===== config.mk =====
export PLATFORM = sky130hd
export DESIGN_NAME = vga_sync_decoder_flat
export DESIGN_NICKNAME = d
export VERILOG_FILES = /design/src/rtl/vga_sync_decoder_if.sv /design/src/rtl/vga_sync_decoder.sv /design/src/flat_wrapper.sv
export SDC_FILE = /design/constraint.sdc
export NUM_CORES = 1
export LEC_CHECK = 0
export BUFFER_PORTS_ARGS = -buffer_cell sky130_fd_sc_hd__buf_4
export CAP_MARGIN = 20
export CORE_MARGIN = 2
export CORE_UTILIZATION = 27
export CTS_CLUSTER_DIAMETER = 150
export DETAILED_ROUTE_END_ITERATION = 6
export PLACE_DENSITY = 0.55
export SETUP_SLACK_MARGIN = 0.5
export SYNTH_ARGS = -nofsm -noshare
export SYNTH_HDL_FRONTEND = slang
export SYNTH_SLANG_ARGS = --single-unit

===== constraint.sdc =====
create_clock -name clk -period 4.35 [get_ports clk]
set_input_delay 0.87 -clock clk [delete_from_list [all_inputs] [get_ports clk]]
set_output_delay 0.87 -clock clk [all_outputs]
set_load 0.05 [all_outputs]

===== src/rtl/vga_sync_decoder_if.sv =====
// Pixel-clock-domain bundle between a VGA source (master) and the sync decoder (slave).
interface vga_sync_decoder_if;
  logic       hsync;
  logic       vsync;
  logic [2:0] red;
  logic [2:0] green;
  logic [2:0] blue;
  logic [9:0] xpos;
  logic [9:0] ypos;
  logic       de;
  logic [2:0] red_out;
  logic [2:0] green_out;
  logic [2:0] blue_out;
  logic       frame_start;
  logic       locked;
  logic       sync_err;
  logic [9:0] line_len;
  logic [9:0] frame_lines;

  modport master (
    output hsync, vsync, red, green, blue,
    input  xpos, ypos, de, red_out, green_out, blue_out,
           frame_start, locked, sync_err, line_len, frame_lines
  );

  modport slave (
    input  hsync, vsync, red, green, blue,
    output xpos, ypos, de, red_out, green_out, blue_out,
           frame_start, locked, sync_err, line_len, frame_lines
  );
endinterface


===== src/rtl/vga_sync_decoder.sv =====
// VGA receive-side timing recovery: coordinates, data-enable, line/frame
// measurement and lock detection against the configured video mode.
//
//   state  | meaning
//   SEARCH | no timing reference, waiting for a vsync falling edge
//   TRACK  | counting consecutive good frames toward lock
//   LOCKED | timing matches the mode, de is allowed out
module vga_sync_decoder #(
  parameter int H_ACTIVE    = 640,
  parameter int H_FP        = 16,
  parameter int H_SYNC      = 96,
  parameter int H_BP        = 48,
  parameter int V_ACTIVE    = 480,
  parameter int V_FP        = 10,
  parameter int V_SYNC      = 2,
  parameter int V_BP        = 33,
  parameter int LOCK_FRAMES = 2
) (
  input logic               clk,
  input logic               reset_n,
  vga_sync_decoder_if.slave bus
);

  localparam int H_TOTAL = H_ACTIVE + H_FP + H_SYNC + H_BP;
  localparam int V_TOTAL = V_ACTIVE + V_FP + V_SYNC + V_BP;

  localparam logic [9:0] CNT_MAX   = 10'd1023;
  localparam logic [9:0] H_LAST    = 10'(H_TOTAL - 1);
  localparam logic [9:0] V_TOTAL_C = 10'(V_TOTAL);
  localparam logic [9:0] H_START   = 10'(H_SYNC + H_BP);
  localparam logic [9:0] H_END     = 10'(H_SYNC + H_BP + H_ACTIVE);
  localparam logic [9:0] V_START   = 10'(V_SYNC + V_BP);
  localparam logic [9:0] V_END     = 10'(V_SYNC + V_BP + V_ACTIVE);
  localparam logic [3:0] GOOD_LOCK = 4'(LOCK_FRAMES);

  typedef enum logic [1:0] {
    SEARCH = 2'd0,
    TRACK  = 2'd1,
    LOCKED = 2'd2
  } state_t;

  logic       hs_q, vs_q;
  logic [2:0] red_q, green_q, blue_q;

  logic [9:0] h_cnt_q, h_cnt_d;
  logic [9:0] v_cnt_q, v_cnt_d;
  logic [9:0] lines_q, lines_d;
  logic [9:0] line_len_q, line_len_d;
  logic [9:0] frame_lines_q, frame_lines_d;
  logic       h_seen_q, h_seen_d;
  logic       line_bad_q, line_bad_d;

  state_t     state_q;
  logic [3:0] good_q;
  logic       locked_q;
  logic       sync_err_q;
  logic       frame_start_q;

  logic       de_q;
  logic [9:0] xpos_q, ypos_q;
  logic [2:0] red_out_q, green_out_q, blue_out_q;

  logic       h_fall, v_fall;
  logic [9:0] h_len;
  logic       bad_now;
  logic       frame_ok;
  logic       h_act, v_act, de_d;

  assign h_fall   = hs_q & ~bus.hsync;
  assign v_fall   = vs_q & ~bus.vsync;
  // Saturate so a runaway line reports 1023 rather than wrapping to 0.
  assign h_len    = (h_cnt_q == CNT_MAX) ? CNT_MAX : h_cnt_q + 10'd1;
  assign bad_now  = (h_cnt_q == CNT_MAX) | (h_fall & h_seen_q & (h_cnt_q != H_LAST));
  // A frame only counts if the line ending on this very edge is also clean.
  assign frame_ok = (lines_q == V_TOTAL_C) & ~line_bad_q & ~bad_now;

  assign h_act = (h_cnt_q >= H_START) && (h_cnt_q < H_END);
  assign v_act = (v_cnt_q >= V_START) && (v_cnt_q < V_END);
  assign de_d  = locked_q & h_act & v_act;

  // Sync edge history and the one-stage colour delay that aligns rgb with h_cnt.
  always_ff @(posedge clk or negedge reset_n) begin
    if (!reset_n) begin
      hs_q    <= 1'b1;
      vs_q    <= 1'b1;
      red_q   <= '0;
      green_q <= '0;
      blue_q  <= '0;
    end else begin
      hs_q    <= bus.hsync;
      vs_q    <= bus.vsync;
      red_q   <= bus.red;
      green_q <= bus.green;
      blue_q  <= bus.blue;
    end
  end

  // Next-state for position counters and line/frame measurement.
  always_comb begin
    h_cnt_d = h_cnt_q;
    if (h_fall)                    h_cnt_d = '0;
    else if (h_cnt_q != CNT_MAX)   h_cnt_d = h_cnt_q + 10'd1;

    v_cnt_d = v_cnt_q;
    if (v_fall)                             v_cnt_d = '0;
    else if (h_fall && v_cnt_q != CNT_MAX)  v_cnt_d = v_cnt_q + 10'd1;

    // A coincident h_fall opens line 0 of the new frame, so it counts there.
    lines_d = lines_q;
    if (v_fall)                             lines_d = h_fall ? 10'd1 : 10'd0;
    else if (h_fall && lines_q != CNT_MAX)  lines_d = lines_q + 10'd1;

    frame_lines_d = v_fall ? lines_q : frame_lines_q;
    line_len_d    = (h_fall && h_seen_q) ? h_len : line_len_q;
    h_seen_d      = h_seen_q | h_fall;
    line_bad_d    = v_fall ? 1'b0 : (line_bad_q | bad_now);
  end

  // Counter and measurement registers.
  always_ff @(posedge clk or negedge reset_n) begin
    if (!reset_n) begin
      h_cnt_q       <= '0;
      v_cnt_q       <= '0;
      lines_q       <= '0;
      line_len_q    <= '0;
      frame_lines_q <= '0;
      h_seen_q      <= 1'b0;
      line_bad_q    <= 1'b0;
    end else begin
      h_cnt_q       <= h_cnt_d;
      v_cnt_q       <= v_cnt_d;
      lines_q       <= lines_d;
      line_len_q    <= line_len_d;
      frame_lines_q <= frame_lines_d;
      h_seen_q      <= h_seen_d;
      line_bad_q    <= line_bad_d;
    end
  end

  // Lock FSM with registered locked/sync_err/frame_start.
  always_ff @(posedge clk or negedge reset_n) begin
    if (!reset_n) begin
      state_q       <= SEARCH;
      good_q        <= '0;
      locked_q      <= 1'b0;
      sync_err_q    <= 1'b0;
      frame_start_q <= 1'b0;
    end else begin
      sync_err_q    <= 1'b0;
      frame_start_q <= v_fall;
      case (state_q)
        SEARCH: begin
          if (v_fall) begin
            state_q <= TRACK;
            good_q  <= '0;
          end
        end
        TRACK: begin
          if (v_fall) begin
            if (frame_ok) begin
              good_q <= good_q + 4'd1;
              if ((good_q + 4'd1) == GOOD_LOCK) begin
                state_q  <= LOCKED;
                locked_q <= 1'b1;
              end
            end else begin
              good_q <= '0;
            end
          end
        end
        LOCKED: begin
          if (bad_now || (v_fall && lines_q != V_TOTAL_C)) begin
            state_q    <= SEARCH;
            locked_q   <= 1'b0;
            sync_err_q <= 1'b1;
            good_q     <= '0;
          end
        end
        default: begin
          state_q  <= SEARCH;
          locked_q <= 1'b0;
          good_q   <= '0;
        end
      endcase
    end
  end

  // Registered output decode; everything blanks to 0 outside active video.
  always_ff @(posedge clk or negedge reset_n) begin
    if (!reset_n) begin
      de_q        <= 1'b0;
      xpos_q      <= '0;
      ypos_q      <= '0;
      red_out_q   <= '0;
      green_out_q <= '0;
      blue_out_q  <= '0;
    end else begin
      de_q        <= de_d;
      xpos_q      <= de_d ? (h_cnt_q - H_START) : 10'd0;
      ypos_q      <= de_d ? (v_cnt_q - V_START) : 10'd0;
      red_out_q   <= de_d ? red_q   : 3'd0;
      green_out_q <= de_d ? green_q : 3'd0;
      blue_out_q  <= de_d ? blue_q  : 3'd0;
    end
  end

  assign bus.de          = de_q;
  assign bus.xpos        = xpos_q;
  assign bus.ypos        = ypos_q;
  assign bus.red_out     = red_out_q;
  assign bus.green_out   = green_out_q;
  assign bus.blue_out    = blue_out_q;
  assign bus.frame_start = frame_start_q;
  assign bus.locked      = locked_q;
  assign bus.sync_err    = sync_err_q;
  assign bus.line_len    = line_len_q;
  assign bus.frame_lines = frame_lines_q;

endmodule


===== src/flat_wrapper.sv =====
// flat-port wrapper written by rule: the top's interface ports become plain ports
module vga_sync_decoder_flat 
#(
  parameter int H_ACTIVE    = 640,
  parameter int H_FP        = 16,
  parameter int H_SYNC      = 96,
  parameter int H_BP        = 48,
  parameter int V_ACTIVE    = 480,
  parameter int V_FP        = 10,
  parameter int V_SYNC      = 2,
  parameter int V_BP        = 33,
  parameter int LOCK_FRAMES = 2
)
  (clk, reset_n, bus_hsync, bus_vsync, bus_red, bus_green, bus_blue, bus_xpos, bus_ypos, bus_de, bus_red_out, bus_green_out, bus_blue_out, bus_frame_start, bus_locked, bus_sync_err, bus_line_len, bus_frame_lines);
  vga_sync_decoder_if bus_i ();
  input logic clk;
  input logic reset_n;
  input wire logic [$bits(bus_i.hsync)-1:0] bus_hsync;
  input wire logic [$bits(bus_i.vsync)-1:0] bus_vsync;
  input wire logic [$bits(bus_i.red)-1:0] bus_red;
  input wire logic [$bits(bus_i.green)-1:0] bus_green;
  input wire logic [$bits(bus_i.blue)-1:0] bus_blue;
  output wire logic [$bits(bus_i.xpos)-1:0] bus_xpos;
  output wire logic [$bits(bus_i.ypos)-1:0] bus_ypos;
  output wire logic [$bits(bus_i.de)-1:0] bus_de;
  output wire logic [$bits(bus_i.red_out)-1:0] bus_red_out;
  output wire logic [$bits(bus_i.green_out)-1:0] bus_green_out;
  output wire logic [$bits(bus_i.blue_out)-1:0] bus_blue_out;
  output wire logic [$bits(bus_i.frame_start)-1:0] bus_frame_start;
  output wire logic [$bits(bus_i.locked)-1:0] bus_locked;
  output wire logic [$bits(bus_i.sync_err)-1:0] bus_sync_err;
  output wire logic [$bits(bus_i.line_len)-1:0] bus_line_len;
  output wire logic [$bits(bus_i.frame_lines)-1:0] bus_frame_lines;
  assign bus_i.hsync = bus_hsync;
  assign bus_i.vsync = bus_vsync;
  assign bus_i.red = bus_red;
  assign bus_i.green = bus_green;
  assign bus_i.blue = bus_blue;
  assign bus_xpos = bus_i.xpos;
  assign bus_ypos = bus_i.ypos;
  assign bus_de = bus_i.de;
  assign bus_red_out = bus_i.red_out;
  assign bus_green_out = bus_i.green_out;
  assign bus_blue_out = bus_i.blue_out;
  assign bus_frame_start = bus_i.frame_start;
  assign bus_locked = bus_i.locked;
  assign bus_sync_err = bus_i.sync_err;
  assign bus_line_len = bus_i.line_len;
  assign bus_frame_lines = bus_i.frame_lines;
  vga_sync_decoder #(.H_ACTIVE(H_ACTIVE), .H_FP(H_FP), .H_SYNC(H_SYNC), .H_BP(H_BP), .V_ACTIVE(V_ACTIVE), .V_FP(V_FP), .V_SYNC(V_SYNC), .V_BP(V_BP), .LOCK_FRAMES(LOCK_FRAMES)) u_core (.clk(clk), .reset_n(reset_n), .bus(bus_i));
endmodule

* Word-level counts from Yosys, hierarchy flattened
Cells that the tools add are included.
** Operators by class
- Add/subtract/negate cells :: 6
- Multiply operators :: 0
- Div/mod/pow operators :: 0
- $lt $le $gt $ge :: 4
- Eq/ne operators :: 15
- Shift-type cells :: 0
- Multiplexer cells :: 32
- Bitwise operators :: 16
- Reductions and logical operators :: 14
** Operators by type and width (count)
- 10-bit 2-to-1 mux :: 9
- 10-bit inequality test, second input constant :: 5
- 10-bit by 1-bit adder with 10-bit output, second input constant :: 3
- 10-bit equality test, second input constant :: 2
- 10-bit less-than comparator, second input constant :: 2
- 4-bit 2-to-1 mux :: 4
- 4-bit case mux with 3 select lines :: 1
- 10-bit by 6-bit >= comparator with 1-bit output, second input constant :: 1
- 10-bit by 8-bit >= comparator with 1-bit output, second input constant :: 1
- 2-bit 2-to-1 mux :: 5
- 2-bit by 1-bit inequality test with 1-bit output, second input constant :: 5
- 5-bit AND reduction :: 2
- 10-bit by 6-bit subtractor with 10-bit output, second input constant :: 1
- 10-bit by 8-bit subtractor with 10-bit output, second input constant :: 1
- 3-bit 2-to-1 mux :: 3
- 1-bit AND :: 8
- 1-bit 2-to-1 mux :: 8
- 1-bit logical AND :: 6
- 2-bit case mux with 3 select lines :: 1
- 2-bit nonzero test :: 3
- 1-bit NOT :: 5
- 4-bit by 1-bit adder with 4-bit output, second input constant :: 1
- 4-bit by 2-bit equality test with 1-bit output, second input constant :: 1
- 1-bit OR :: 3
- 6 further kinds :: 6
** Storage, ports and cells
- Register bits :: 102
- Latch bits :: 0
- RAM bits :: 0
- ROM bits :: 0
- Bits of input ports :: 13
- Output and inout bits :: 53
- Logic and storage cells :: 110
- Memories kept :: 0

* Depth between registers and ports, before layout
Gate-level depths: netlist of run 1.
- Word-level depth :: 10
- Gate-level depth with buffers :: 9
- Mapped depth without buffers :: 8

* Least setup slack after synthesis of run 1
OpenSTA, ideal clock, no wires.
- Kind :: reg2reg
- Start :: reg u_core.h_cnt_q[0]
- End :: reg u_core.locked_q, in the netlist u_core.bus.locked
- Library setup time :: 0.073 ns
- Arrival time :: 2.083 ns
- Required time :: 4.277 ns
- Slack :: 2.194 ns
- Cell stages (with the launch flop) :: 8
- Path buffers :: 1
- Clock period less this slack :: 2.156 ns
- Cells stage by stage :: dfrtp_1 ha_1 nand3_2 or4_4 and2_1 buf_6 or4b_4 a2bb2oi_2
** Between the ends
- Cells in the longest elaborated chain, start to end :: 7
- Elaborated cells on any way between the ends :: 10
- Classes of those cells :: eq/ne: 4; bitwise: 4; reduce/logical: 2
** Ends and longest elaborated chain
- start: declaration :: RTL line vga_sync_decoder.sv:45 : logic [9:0] h_cnt_q, h_cnt_d;
- start signal: assignment :: RTL line vga_sync_decoder.sv:130 : h_cnt_q <= h_cnt_d;
- 10-bit inequality test :: RTL line vga_sync_decoder.sv:73 : assign bad_now = (h_cnt_q == CNT_MAX) | (h_fall & h_seen_q & (h_cnt_q != H_LAST));
- 1-bit AND :: RTL line vga_sync_decoder.sv:73
- 1-bit OR * :: RTL line vga_sync_decoder.sv:73
- 1-bit NOT :: RTL line vga_sync_decoder.sv:75 : assign frame_ok = (lines_q == V_TOTAL_C) & ~line_bad_q & ~bad_now;
- 1-bit AND :: RTL line vga_sync_decoder.sv:75
- 2-bit by 1-bit inequality test with 1-bit output (no line)
- 5-bit AND reduction (no line) *
- end signal: assignment :: RTL line vga_sync_decoder.sv:145 : locked_q <= 1'b0;
- end signal: assignment :: RTL line vga_sync_decoder.sv:164 : locked_q <= 1'b1;
- end signal: assignment :: RTL line vga_sync_decoder.sv:174 : locked_q <= 1'b0;
- end: declaration :: RTL line vga_sync_decoder.sv:55 : logic locked_q;
Mark *: on every way between the ends. The rest lies on a longest branch, timed or not.
A chain may end at the register's enable or synchronous reset.

* Final worst setup path of run 1
- Start :: in bus_vsync
- End :: reg u_core.good_q[0]
** Between the ends
- Cells in the longest elaborated chain, start to end :: 6
- Elaborated cells on any way between the ends :: 8
- Classes of those cells :: eq/ne: 3; bitwise: 2; reduce/logical: 3
** Ends and longest elaborated chain
- start: declaration :: RTL line flat_wrapper.sv:19 : input wire logic [$bits(bus_i.vsync)-1:0] bus_vsync;
- 1-bit NOT * :: RTL line vga_sync_decoder.sv:70 : assign v_fall = vs_q & ~bus.vsync;
- 1-bit AND * :: RTL line vga_sync_decoder.sv:70
- 1-bit logical AND :: RTL line vga_sync_decoder.sv:172 : if (bad_now || (v_fall && lines_q != V_TOTAL_C)) begin
- 1-bit logical OR :: RTL line vga_sync_decoder.sv:172
- 2-bit by 1-bit inequality test with 1-bit output (no line)
- 3-bit AND reduction (no line) *
- end signal: assignment :: RTL line vga_sync_decoder.sv:161 : good_q <= good_q + 4'd1;
- end: declaration :: RTL line vga_sync_decoder.sv:54 : logic [3:0] good_q;
Marks and branches as above.

==> results.json, run 1 <==
{
  "status": "finished clean",
  "synth_ff_type": "dfrtp_1",
  "multi_input_area_sq_mm": 0.00172,
  "die_w_microns": 132,
  "rows": 46,
  "crit_fanout": 33,
  "async_reset_ff_frac": 1.00,
  "grt_pass1_wl_microns": 16400,
  "gr-usage-met2": 0.181,
  "synth_cell_types": 51,
  "fin_setup_tns_ns": 0,
  "yosys_warnings": 0,
  "cts_setup_buffers": 0,
  "htree_num_levels": 3,
  "syn_area_sq_mm": 0.00440,
  "dp_slack_ns": 1.12,
  "pwr_density_cell_mw_per_mm2": 390,
  "clock-sinks": 102,
  "nets": 502,
  "hold_viol": 0,
  "wl_microns": 9490,
  "worstPathRequired_ns": 4.64,
  "antenna_left": 0,
  "drive_gt1_frac": 0.202,
  "gr-usage-met3": 0.0459,
  "top_usage_layer": "met2",
  "cts_resized": 0,
  "rsz0062_at_grt": "false",
  "grt_overflow": 0,
  "synth_edf_count": 0,
  "grt_pass1_vias": 3210,
  "hold_path.class": "input pin to asynchronous set/reset pin",
  "crit_arrival_ns": 3.12,
  "syn_nets": 442,
  "dieArea_sq_mm": 0.0173,
  "cts_root_buf": "clkbuf_16",
  "cp_num_buf_inv": 2,
  "drt-initial-drc-count": 200,
  "worstMarginPinSlew_ns": 0.997,
  "path_class": "input pin to register",
  "power_mw": 2.12,
  "grtUsageTotal": 0.117,
  "start_util": 0.277,
  "crit_path_cell_trace": "buf_4 > nand2b_1 > inv_1 > o31a_1 > a211oi_1 > mux2_2",
  "cap_violations": 0,
  "num_vias": 3110,
  "cp-start-kind": "input pin",
  "antenna_cells": 0,
  "period_share": 0.652,
  "antenna_found_initial": 0,
  "regArea_sq_mm": 0.00255,
  "cp_top_family": "compound AO/OA/AOI/OAI gates",
  "max-vdd-ir-drop_v": 0.000271,
  "place_congestion": 0.785,
  "fill_cells": 1644,
  "portBuffers": 65,
  "cp_slowest_stage_delay_ns": 0.64,
  "die_h_microns": 132,
  "first_pass_iters": 4,
  "numCtsBuffers": 9,
  "finalSetupViolCount": 0,
  "ios": 66,
  "avgSynthCellArea_sq_um": 10.5,
  "dp_hpwl_microns": 6550,
  "relSlewSlack": 0.335,
  "drc": 0,
  "cts_tree": "yes",
  "slew_viol_final": 0,
  "synth-seq-cells": 102,
  "place_inst": 682,
  "cpMaxStageDelayCell": "inv_1",
  "viasPerCell": 4.44,
  "wire_per_inst_microns": 13.6,
  "use_met1": 0.156,
  "seq_area_frac_synth": 0.580,
  "period_minus_slack_ns": 2.84,
  "final_common_cell": "dfrtp_1",
  "end_kind": "register",
  "insertion_delay_ns": 0.36,
  "fp.coreArea_sq_mm": 0.0159,
  "layout_common_cells": "dfrtp_1, buf_4, nand2_1, nor2_1, o21ai_0",
  "max_freq_mhz": 353,
  "skew_ns": 0.0169,
  "area.growth.synth_to_final_pct": 23.5,
  "layout.cells.non_filler": 700,
  "clk_pin_slew_ns": 0.07,
  "fin_ws_ns": 1.51,
  "clk_path_buf_depth": 2,
  "p_leak_nw": 2.69,
  "grt_max_degree": 88,
  "syn_inst": 419,
  "holdBufCountCts": 0
}
-- report_power, final --
group          internal, mW  total [mW]  switching [mW]
Combinational        0.0866       0.261           0.174
Clock                 0.413       0.813           0.400
Sequential            0.997        1.05          0.0504
Total                  1.50        2.12           0.624
-- state kept, by name (all words and copies together) (netlist names) --
signal                  count
u_core.blue_q               3
u_core.bus.blue_out         3
u_core.bus.de               1
u_core.bus.frame_lines     10
u_core.bus.frame_start      1
u_core.bus.green_out        3
u_core.bus.line_len        10
u_core.bus.locked           1
u_core.bus.red_out          3
u_core.bus.sync_err         1
u_core.bus.xpos            10
u_core.bus.ypos            10
u_core.good_q               4
u_core.green_q              3
u_core.h_cnt_q             10
u_core.h_seen_q             1
u_core.hs_q                 1
u_core.line_bad_q           1
u_core.lines_q             10
u_core.red_q                3
u_core.state_q              2
u_core.v_cnt_q             10
u_core.vs_q                 1
-- area by class of cell --
type | count | area share
flip-flops and latches | 102 | 0.470
clock buffers | 9 | 0.0414
inverters | 11 | 0.00759
multi-input cells | 286 | 0.317
well taps | 216 | 0.0497
repair buffers | 69 | 0.0990
clock inverters | 7 | 0.0154
-- worst paths after layout --
check | startpoint | end | slack (ns) | cells after the start
worst min-delay path | reset_n | u_core.bus.frame_lines[5]$_DFFE_PN0N_ | 0.39 | 1
max in group asynchronous | reset_n | u_core.red_q[0]$_DFF_PN0_ | 3.09 | 3
worst min register to register | u_core.green_q[1]$_DFF_PN0_ | u_core.bus.green_out[1]$_DFF_PN0_ | 0.44 | 1
min in group clk | u_core.green_q[1]$_DFF_PN0_ | u_core.bus.green_out[1]$_DFF_PN0_ | 0.44 | 1
worst max register to register | u_core.v_cnt_q[0]$_DFFE_PN0P_ | u_core.bus.red_out[2]$_DFF_PN0_ | 1.54 | 7
worst max-delay path | bus_vsync | u_core.good_q[0]$_DFFE_PN0P_ | 1.51 | 6
-- layer usage --
| layer | wire (microns) | vias to the layer above |
|---|---|---|
| met4 | 82 | 0 |
| met1 | 4600 | 1500 |
| met5 | 0 | - |
| met2 | 4370 | 66 |
| met3 | 444 | 8 |
| li1 | - | 1536 |
-- cells by family (layout without fill, tap and decap cells) --
family	after synthesis	count (layout)	synth area share
buffers and inverters	31	96	0.0284
muxes	7	7	0.0165
adders and majority gates	10	10	0.0284
DFF	102	102	0.580
and+or+nand+nor	189	189	0.215
xor gates and xnor gates	25	25	0.0497
AOI/OAI and AO/OA	55	55	0.0816
-- cell usage after synthesis, drive strengths merged (4+ instances only) --
| library cell | count | share of area |
|---|---|---|
| a21oi | 10 | 0.011 |
| and2 | 15 | 0.021 |
| and3 | 9 | 0.013 |
| clkbuf | 18 | 0.015 |
| dfrtp | 100 | 0.57 |
| ha | 10 | 0.028 |
| inv | 11 | 0.0094 |
| mux2i | 5 | 0.011 |
| nand2 | 51 | 0.044 |
| nand2b | 10 | 0.014 |
| nand3 | 10 | 0.013 |
| nand4 | 8 | 0.011 |
| nor2 | 50 | 0.043 |
| nor3 | 11 | 0.013 |
| o21ai | 22 | 0.026 |
| or3 | 4 | 0.0057 |
| xnor2 | 10 | 0.020 |
| xor2 | 15 | 0.030 |
-- metrics by stage --
step                instance area [sq um]  hold slack, ns  utilization
floorplan                            4400           0.428            -
global placement                     5090           0.431        0.321
detailed placement                   5090           0.439        0.321
CTS                                  5400           0.439        0.340
global route                         5440           0.391        0.342
finish                               5440           0.393        0.342
No activity file was read; power rests on OpenSTA's default activity.
==> run 2, diff against run 1 <==
==> constraint.sdc (replaced) <==
create_clock -name clk -period 2.75 [get_ports clk]
set_input_delay 0.55 -clock clk [delete_from_list [all_inputs] [get_ports clk]]
set_output_delay 0.55 -clock clk [all_outputs]
set_load 0.05 [all_outputs]
==> run 2 against run 1 <==
Against the previous run:
- final area up 2.3%
- first-iteration DRC count down 20%
- hold slack worse by 0.22 ns
- clock power up 65%
- sequential power up 59%
- via count up 2.1%
- largest cell class unchanged
- highest routed layer unchanged
==> results.json, run 2 (same netlist as run 1, synthesis figures left out) <==
{
  "status": "finished clean",
  "die_w_microns": 132,
  "rows": 46,
  "fp.coreArea_sq_mm": 0.0159,
  "wire_per_inst_microns": 13.6,
  "num_vias": 3175,
  "clk_pin_slew_ns": 0.06,
  "grt_overflow": 0,
  "grtUsageTotal": 0.120,
  "path_class": "register to register",
  "htree_num_levels": 3,
  "relSlewSlack": 0.632,
  "layout.cells.non_filler": 713,
  "nets": 515,
  "wl_microns": 9720,
  "start_util": 0.277,
  "insertion_delay_ns": 0.35,
  "antenna_left": 0,
  "crit_fanout": 7,
  "power.switching_mw": 0.920,
  "drive_gt1_frac": 0.237,
  "drt-initial-drc-count": 161,
  "clock-sinks": 102,
  "grt_pass1_wl_microns": 16700,
  "reg2reg_slack_ns": 0.58,
  "first_pass_iters": 4,
  "pwr_density_cell_mw_per_mm2": 621,
  "portBuffers": 65,
  "comb_power_share": 0.131,
  "grt_pass1_vias": 3220,
  "place_inst": 692,
  "skew_ns": 0.00835,
  "intPower_mw": 2.54,
  "period_share": 0.791,
  "dieArea_sq_mm": 0.0173,
  "die_h_microns": 132,
  "antenna_found_initial": 0,
  "area.growth.synth_to_final_pct": 26.4,
  "power_frac_clock": 0.387,
  "hold_path.class": "input pin to asynchronous set/reset pin",
  "hold_viol": 0,
  "cts_root_buf": "clkbuf_16",
  "p_leak_nw": 2.76,
  "final_common_cell": "dfrtp_1",
  "reg2reg_to": "u_core.bus.locked$_DFFE_PN0P_",
  "seq_power_share": 0.482,
  "dp_hpwl_microns": 7010,
  "slew_viol_final": 0,
  "end_kind": "register",
  "period_minus_slack_ns": 2.17,
  "viasPerCell": 4.45,
  "r2r_cells": 6,
  "worstPathRequired_ns": 3.03,
  "cp-startpoint": "u_core.h_cnt_q[1]$_DFFE_PN0P_",
  "rsz0062_at_grt": "true",
  "max_freq_mhz": 460,
  "ios": 66,
  "cap_violations": 0,
  "antenna_cells": 0,
  "finalSetupViolCount": 0,
  "place_congestion": 0.817,
  "drc": 0,
  "cp-start-kind": "register",
  "numCtsBuffers": 9,
  "r2r-start": "u_core.h_cnt_q[1]$_DFFE_PN0P_",
  "fin_setup_tns_ns": 0,
  "layout_common_cells": "dfrtp_1, buf_4, nand2_1, nor2_1, o21ai_0",
  "p_sw_frac": 0.266,
  "grt_max_degree": 44,
  "worstMarginPinSlew_ns": 0.552,
  "cts_tree": "yes",
  "clk_path_buf_depth": 2,
  "endpoint": "u_core.bus.locked$_DFFE_PN0P_",
  "crit_arrival_ns": 2.45,
  "max-vdd-ir-drop_v": 0.000463
}
-- run 2: worst max-delay path, cell delays in order (launching register included) --
cell       delay (ns)
dfrtp_1          0.43
ha_4             0.19
nand3_4          0.09
or4_4            0.50
and2_2           0.24
or4b_4           0.52
a2bb2oi_2        0.14
-- run 2: through the flow --
| step | util | setup WS (ns) | power [mW] | area (sq um) | hold slack, ns |
|---|---|---|---|---|---|
| after floorplan | - | 0.594 | 1.94 | 4400 | 0.254 |
| after global placement | 0.325 | 0.538 | 2.10 | 5170 | 0.432 |
| after detailed placement | 0.325 | 0.407 | 2.11 | 5170 | 0.432 |
| after CTS | 0.345 | 0.489 | 3.48 | 5490 | 0.195 |
| after global routing | 0.350 | 0.500 | 3.64 | 5560 | 0.210 |
| final | 0.350 | 0.576 | 3.46 | 5560 | 0.175 |
-- run 2: layer usage --
metal / wire length [microns] / GRT usage
met5: 0 / 0
met4: 102 / 0.0320
met3: 568 / 0.0482
met2: 4520 / 0.189
met1: 4530 / 0.154
-- run 2: power groups by stage --
| stage | combinational, mW | sequential [mW] | clock (mW) |
|---|---|---|---|
| CTS | 0.427 | 1.66 | 1.40 |
| floorplan | 0.166 | 1.77 | 0 |
| global route | 0.498 | 1.68 | 1.46 |
| global placement | 0.417 | 1.68 | 0 |
| detailed placement | 0.425 | 1.69 | 0 |
| finish | 0.453 | 1.67 | 1.34 |
-- run 2: final cells by class --
type | count | area (sq um)
Clock inverter | 7 | 88.8
Fill cell | 1644 | 10300
Tap cell | 216 | 270
Multi-Input combinational cell | 286 | 1770
Inverter | 11 | 41.3
Sequential cell | 102 | 2560
Clock buffer | 9 | 225
Timing Repair Buffer | 82 | 616
-- run 2: how the worst min path moves through the flow --
stage                                    start                          endpoint  slack (ns)  depth (start not counted)
global route                           reset_n  u_core.bus.frame_start$_DFF_PN0_        0.21                          1
finish                                 reset_n  u_core.bus.frame_start$_DFF_PN0_        0.18                          1
floorplan                              reset_n        u_core.blue_q[0]$_DFF_PN0_        0.25                          0
detailed placement  u_core.blue_q[1]$_DFF_PN0_  u_core.bus.blue_out[1]$_DFF_PN0_        0.43                          1
CTS                                    reset_n  u_core.bus.frame_start$_DFF_PN0_        0.20                          1
global placement     u_core.red_q[1]$_DFF_PN0_   u_core.bus.red_out[1]$_DFF_PN0_        0.43                          1
-- run 2: what timing repair did --
| action | 4_1_cts | 5_1_grt |
|---|---|---|
| setup buffers | 0 | 5 |
| endpoints found under the hold margin | 0 | 0 |
| hold buffers | 0 | 0 |
| pin swaps | 0 | 0 |
| endpoints found under the setup margin | 4 | 22 |
| gates resized for setup | 1 | 9 |
